### config.mk
export PLATFORM = sky130hd
export DESIGN_NAME = alu_cmd_sequencer
export DESIGN_NICKNAME = d
export VERILOG_FILES = /design/src/rtl/alu_cmd_sequencer.sv
export SDC_FILE = /design/constraint.sdc
export NUM_CORES = 1
export LEC_CHECK = 0
export ABC_AREA = 0
export CORE_MARGIN = 10
export CORE_UTILIZATION = 57
export DETAILED_ROUTE_END_ITERATION = 10
export PLACE_DENSITY_LB_ADDON = 0.1
export SETUP_SLACK_MARGIN = 0.5
export SLEW_MARGIN = 20
export SYNTH_ARGS = -nofsm -noshare
export SYNTH_HDL_FRONTEND = slang
export SYNTH_SLANG_ARGS = --single-unit
### constraint.sdc
create_clock -name clk -period 3.6 [get_ports clk]
set_clock_uncertainty 0.05 [all_clocks]
set_input_delay 0.36 -clock clk [delete_from_list [all_inputs] [get_ports clk]]
set_output_delay 0.36 -clock clk [all_outputs]
set_load 0.01 [all_outputs]
### src/rtl/alu_cmd_sequencer.sv
// -----------------------------------------------------------------------------
// alu_cmd_sequencer
//
// Sequential front-end for the 8-bit combinational ALU. Tagged commands are
// queued in a small FIFO, issued to the ALU one at a time, and answered with
// one tagged response each, strictly in command order.
//
// Handshakes (both interfaces): a transfer happens on a rising clk edge where
// valid and ready are both high. The producer holds valid and its payload
// stable until that edge. The consumer may raise or lower ready freely.
//
// Ports:
//   clk, rst                 single clock, synchronous active-high reset
//   cmd_valid/cmd_ready      command handshake (ready = FIFO not full)
//   cmd_sel/a/b/tag          command payload (ALU opcode, operands, tag)
//   alu_a/alu_b/alu_sel      registered operands driven into the ALU
//   alu_out/alu_cout         combinational ALU result and carry of a+b
//   rsp_valid/rsp_ready      response handshake
//   rsp_result/cout/err/tag  response payload
//   ops_done                 wrapping count of completed response handshakes
//   dbg_state                current FSM state (IDLE=0, EXEC=1, RESP=2)
//
// DEPTH must be a power of two and at least 2; the pointers rely on natural
// binary wrap.
// -----------------------------------------------------------------------------
module alu_cmd_sequencer #(
  parameter int DEPTH = 4,
  parameter int TAG_W = 4,
  parameter int CNT_W = 16
) (
  input  logic             clk,
  input  logic             rst,
  input  logic             cmd_valid,
  output logic             cmd_ready,
  input  logic [2:0]       cmd_sel,
  input  logic [7:0]       cmd_a,
  input  logic [7:0]       cmd_b,
  input  logic [TAG_W-1:0] cmd_tag,
  output logic [7:0]       alu_a,
  output logic [7:0]       alu_b,
  output logic [2:0]       alu_sel,
  input  logic [7:0]       alu_out,
  input  logic             alu_cout,
  output logic             rsp_valid,
  input  logic             rsp_ready,
  output logic [7:0]       rsp_result,
  output logic             rsp_cout,
  output logic             rsp_err,
  output logic [TAG_W-1:0] rsp_tag,
  output logic [CNT_W-1:0] ops_done,
  output logic [1:0]       dbg_state
);

  localparam int PTR_W  = $clog2(DEPTH);
  localparam int OCC_W  = PTR_W + 1;

  localparam logic [PTR_W-1:0] PTR_ONE  = PTR_W'(1);
  localparam logic [OCC_W-1:0] OCC_ONE  = OCC_W'(1);
  localparam logic [OCC_W-1:0] OCC_FULL = OCC_W'(DEPTH);
  localparam logic [CNT_W-1:0] OPS_ONE  = CNT_W'(1);

  localparam logic [2:0] SEL_ADD = 3'b000;
  localparam logic [2:0] SEL_DIV = 3'b011;

  typedef struct packed {
    logic [2:0]       sel;
    logic [7:0]       a;
    logic [7:0]       b;
    logic [TAG_W-1:0] tag;
  } cmd_t;

  typedef enum logic [1:0] {
    ST_IDLE = 2'd0,
    ST_EXEC = 2'd1,
    ST_RESP = 2'd2
  } state_t;

  // FIFO storage carries no reset: occupancy alone decides what is valid.
  cmd_t mem_q [DEPTH];

  state_t           state_q,      state_d;
  logic [PTR_W-1:0] wr_ptr_q,     wr_ptr_d;
  logic [PTR_W-1:0] rd_ptr_q,     rd_ptr_d;
  logic [OCC_W-1:0] occ_q,        occ_d;
  logic [7:0]       alu_a_q,      alu_a_d;
  logic [7:0]       alu_b_q,      alu_b_d;
  logic [2:0]       alu_sel_q,    alu_sel_d;
  logic [TAG_W-1:0] tag_q,        tag_d;
  logic             rsp_valid_q,  rsp_valid_d;
  logic [7:0]       rsp_result_q, rsp_result_d;
  logic             rsp_cout_q,   rsp_cout_d;
  logic             rsp_err_q,    rsp_err_d;
  logic [TAG_W-1:0] rsp_tag_q,    rsp_tag_d;
  logic [CNT_W-1:0] ops_done_q,   ops_done_d;

  cmd_t cmd_in;
  cmd_t head;
  logic push;
  logic pop;
  logic rsp_fire;
  logic div_zero;

  assign cmd_ready = (occ_q != OCC_FULL);

  always_comb begin
    cmd_in.sel = cmd_sel;
    cmd_in.a   = cmd_a;
    cmd_in.b   = cmd_b;
    cmd_in.tag = cmd_tag;
    head       = mem_q[rd_ptr_q];

    push     = cmd_valid && cmd_ready;
    pop      = (state_q == ST_IDLE) && (occ_q != '0);
    rsp_fire = rsp_valid_q && rsp_ready;
    // The issued operands stay registered through EXEC, so the divide-by-zero
    // decision uses exactly what the ALU is looking at.
    div_zero = (alu_sel_q == SEL_DIV) && (alu_b_q == 8'h00);

    state_d      = state_q;
    alu_a_d      = alu_a_q;
    alu_b_d      = alu_b_q;
    alu_sel_d    = alu_sel_q;
    tag_d        = tag_q;
    rsp_valid_d  = rsp_valid_q;
    rsp_result_d = rsp_result_q;
    rsp_cout_d   = rsp_cout_q;
    rsp_err_d    = rsp_err_q;
    rsp_tag_d    = rsp_tag_q;
    ops_done_d   = ops_done_q;

    wr_ptr_d = push ? (wr_ptr_q + PTR_ONE) : wr_ptr_q;
    rd_ptr_d = pop  ? (rd_ptr_q + PTR_ONE) : rd_ptr_q;

    // Simultaneous push and pop leaves occupancy unchanged.
    unique case ({push, pop})
      2'b10:   occ_d = occ_q + OCC_ONE;
      2'b01:   occ_d = occ_q - OCC_ONE;
      default: occ_d = occ_q;
    endcase

    case (state_q)
      ST_IDLE: begin
        if (pop) begin
          alu_a_d   = head.a;
          alu_b_d   = head.b;
          alu_sel_d = head.sel;
          tag_d     = head.tag;
          state_d   = ST_EXEC;
        end
      end
      ST_EXEC: begin
        // One cycle for the ALU to settle, then capture at the closing edge.
        rsp_valid_d  = 1'b1;
        rsp_result_d = div_zero ? 8'h00 : alu_out;
        rsp_cout_d   = (alu_sel_q == SEL_ADD) ? alu_cout : 1'b0;
        rsp_err_d    = div_zero;
        rsp_tag_d    = tag_q;
        state_d      = ST_RESP;
      end
      ST_RESP: begin
        if (rsp_fire) begin
          rsp_valid_d = 1'b0;
          ops_done_d  = ops_done_q + OPS_ONE;
          state_d     = ST_IDLE;
        end
      end
      default: begin
        state_d = ST_IDLE;
      end
    endcase
  end

  always_ff @(posedge clk) begin
    if (rst) begin
      state_q      <= ST_IDLE;
      wr_ptr_q     <= '0;
      rd_ptr_q     <= '0;
      occ_q        <= '0;
      alu_a_q      <= '0;
      alu_b_q      <= '0;
      alu_sel_q    <= '0;
      tag_q        <= '0;
      rsp_valid_q  <= 1'b0;
      rsp_result_q <= '0;
      rsp_cout_q   <= 1'b0;
      rsp_err_q    <= 1'b0;
      rsp_tag_q    <= '0;
      ops_done_q   <= '0;
    end else begin
      state_q      <= state_d;
      wr_ptr_q     <= wr_ptr_d;
      rd_ptr_q     <= rd_ptr_d;
      occ_q        <= occ_d;
      alu_a_q      <= alu_a_d;
      alu_b_q      <= alu_b_d;
      alu_sel_q    <= alu_sel_d;
      tag_q        <= tag_d;
      rsp_valid_q  <= rsp_valid_d;
      rsp_result_q <= rsp_result_d;
      rsp_cout_q   <= rsp_cout_d;
      rsp_err_q    <= rsp_err_d;
      rsp_tag_q    <= rsp_tag_d;
      ops_done_q   <= ops_done_d;
    end
  end

  always_ff @(posedge clk) begin
    if (push) begin
      mem_q[wr_ptr_q] <= cmd_in;
    end
  end

  assign alu_a      = alu_a_q;
  assign alu_b      = alu_b_q;
  assign alu_sel    = alu_sel_q;
  assign rsp_valid  = rsp_valid_q;
  assign rsp_result = rsp_result_q;
  assign rsp_cout   = rsp_cout_q;
  assign rsp_err    = rsp_err_q;
  assign rsp_tag    = rsp_tag_q;
  assign ops_done   = ops_done_q;
  assign dbg_state  = state_q;

endmodule
==> key figures <==
Synth
  – Synth cell types: 34
  – Ys async rst share: 0
  – Mean Syn Cell Area: 14.0 sq um
  – Sequential area share after synthesis: 0.694
  – Number of flops mapped to enable cells by yosys: 92
  – Yosys reg bits: 155
  – Syn Std Cell Area: 0.00580 sq mm
  – Top FF cell, synth: edfxtp_1
  – Syn nets: 456
  – YS warnings: 0
  – Cells after Synth: 413

Job
  – Maxcap violations: 0

Floorplanning
  – Die footprint: 0.0146 sq mm
  – Row count: 36
  – I/O Pins: 89
  – Initial Utilization: 0.588
  – Die Wd: 121 um
  – Die Ht: 121 um
  – Core ar.: 0.00986 sq mm

Routing
  – Vias/cell: 5.55
  – DRT Wirelength: 12.1 mm
  – Vias: 3,631
  – DR WL/cell: 18.5 um
  – DR DRC count: 0
  – Drt pass-1 iters: 5
  – DRT antenna net count: 0
  – Initial DRC count: 246

Power and ir drop
  – Total power per unit cell area: 735 mW/mm^2
  – Leak: 2.49 nW
  – VDD IR max: 446 uV

Global routing
  – Total GRT Usage: 0.169
  – Met1 Use GR: 0.210
  – Busiest grt layer: met2
  – First-pass GRT wire length: 19.3 mm
  – Total global routing overflow: 0
  – Vias in the first global route: 3,681
  – Pin count of the biggest net entering global routing: 57
  – Met2 Track Usage GR: 0.272
  – GR Layer Usage met3: 0.0475
  – Initial antenna violation count: 0

Timing
  – RSZ-0062 raised after global routing: no
  – Final Cycle Share: 0.718
  – Endpoints failing hold: 0
  – Final number of max-transition violations: 0
  – Setup WS post-layout: 1.02 ns
  – Slew margin rel.: 0.379
  – Final setup viols: 0
  – Maximum clock frequency: 387 MHz
  – Actual slew at the worst max-slew pin: 0.925 ns
  – Tmin final: 2.58 ns
  – Fin Setup TNS: 0 ns

Placed design
  – Pre-CTS setup slack: 1.03 ns
  – Dpl cells: 622
  – # port buffers: 88
  – DP HPWL: 7.94 mm
  – Final Wtd Congestion: 0.788

Cells and area
  – Layout Cells excl Fill: 654
  – Antenna diode count: 0
  – Layout cells sized above 1: 0.127
  – Layout fillers: 606
  – Util after Layout: 0.750
  – Area grow syn2layout: 27.6%
  – Final net count: 551

Critical path
  – Worst Path Arrival: 2.96 ns
  – CP required: 3.98 ns
  – CP startpoint kind: register
  – Element type at the critical path end: register
  – CP Max Fanout: 25
  – WS Path Type: reg -> reg

Clock network
  – CTS sink count: 155
  – CTS tree: done
  – CTS-repair resized insts: 0
  – # hold bufs at CTS: 0
  – Postcts setup bufs: 0
  – Clk_lat worst skew: 0.50 ns
  – CTS H-tree depth: 4
  – Max Root-Sink Buffers: 2
  – Number of buffers created by CTS: 17
  – CTS root buffer: clkbuf_8
  – Clock slew at reported path FFs: 0.07 ns

Outcome
  – Run status: complete, no violations

Worst hold path
  – Hold Path Class: in -> reg
==> flip-flops by register name (all words and copies together) (netlist names) <==
register,flops
alu_a,8
alu_b,8
alu_sel,3
dbg_state,2
mem_q,92
occ_q,3
ops_done,16
rd_ptr_q,2
rsp_cout,1
rsp_err,1
rsp_result,8
rsp_tag,4
rsp_valid,1
tag_q,4
wr_ptr_q,2
==> logic make-up after synthesis <==
family,count (synthesis),synth area share
AND/OR/NAND/NOR,130,0.106
adder cells (fa/ha/maj),7,0.0164
buffers and inverters,29,0.0201
AO/OA/AOI/OAI,54,0.0518
multiplexers,23,0.0893
flip-flops,155,0.694
XOR/XNOR,15,0.0226
==> per-stage QoR <==
stage	power, W	hold WS, ns	cell area, sq um
final	0.00544	0.350	7400
after CTS	0.00549	0.324	7400
after detailed placement	0.00377	0.397	6820
after floorplan	0.00318	0.382	5800
after global routing	0.00573	0.365	7400
after global placement	0.00373	0.388	6820
==> layout make-up <==
cell class / instances / area (sq um) / share of cell area
sequential: 155 / 4030 / 0.544
multi-input combinational: 229 / 1660 / 0.225
timing repair buffer: 96 / 936 / 0.126
clock buffer: 18 / 418 / 0.0565
tap: 133 / 166 / 0.0225
clock inverter: 14 / 160 / 0.0216
inverter: 9 / 33.8 / 0.00456
==> layer usage <==
metal,up-vias,part of all wire
li1,1703,-
met1,1773,0.42
met2,135,0.49
met3,20,0.071
met4,0,0.021
met5,-,0
==> worst paths after layout <==
kind              cells past startpoint            end  slack, ns      from
setup / recovery                     10       occ_q[2]       1.02  occ_q[0]
hold / removal                        3  rsp_result[2]       0.35       rst
setup reg to reg                     10       occ_q[2]       1.02  occ_q[0]
hold reg to reg                       2     rsp_tag[0]       0.40  tag_q[0]
==> cells in the mapped netlist (2+ instances only) <==
cell	n	area, sq um
edfxtp_1	92	2760
nand2_1	70	263
dfxtp_1	63	1260
a21oi_1	40	200
mux4_2	23	518
nor2_1	19	71.3
clkbuf_1	10	37.5
xnor2_1	9	78.8
a22o_1	8	70.1
inv_1	8	30.0
and3_1	6	37.5
buf_2	6	30.0
ha_1	6	75.1
nor3_1	6	30.0
o21ai_0	6	30.0
or3_1	6	37.5
xor2_1	6	52.6
buf_1	4	15.0
nor4b_1	4	35.0
nand3_1	3	15.0
nand4b_1	3	26.3
nand4_1	2	12.5
nor4_1	2	12.5
==> worst max-delay path, cell delays in order (launching register included) <==
cell      delay (ns)
dfxtp_1         0.40
nor3_1          0.08
or3_1           0.35
clkinv_1        0.06
buf_4           0.29
ha_1            0.24
inv_1           0.06
fa_1            0.37
xor2_1          0.16
or3_1           0.30
a21oi_1         0.15
==> cell usage in the layout (no fill, tap or decap), types with 6 or more instances in the layout <==
cell type / count
mux4_2: 23
o21ai_0: 6
a22o_1: 8
and3_1: 6
a21oi_1: 40
edfxtp_1: 92
nand2_1: 70
buf_4: 8
dfxtp_1: 62
nor3_1: 6
clkdlybuf4s50_1: 87
nor2_1: 19
xor2_1: 6
xnor2_1: 9
ha_1: 6
or3_1: 6
inv_1: 8
clkbuf_16: 16
==> where the power goes <==
group	total [W]	switching, W	internal, W
registers	0.00240	0.000227	0.00217
clock network	0.00172	0.000711	0.00100
logic	0.00133	0.000679	0.000649
Power figures use the tool's default switching activity.
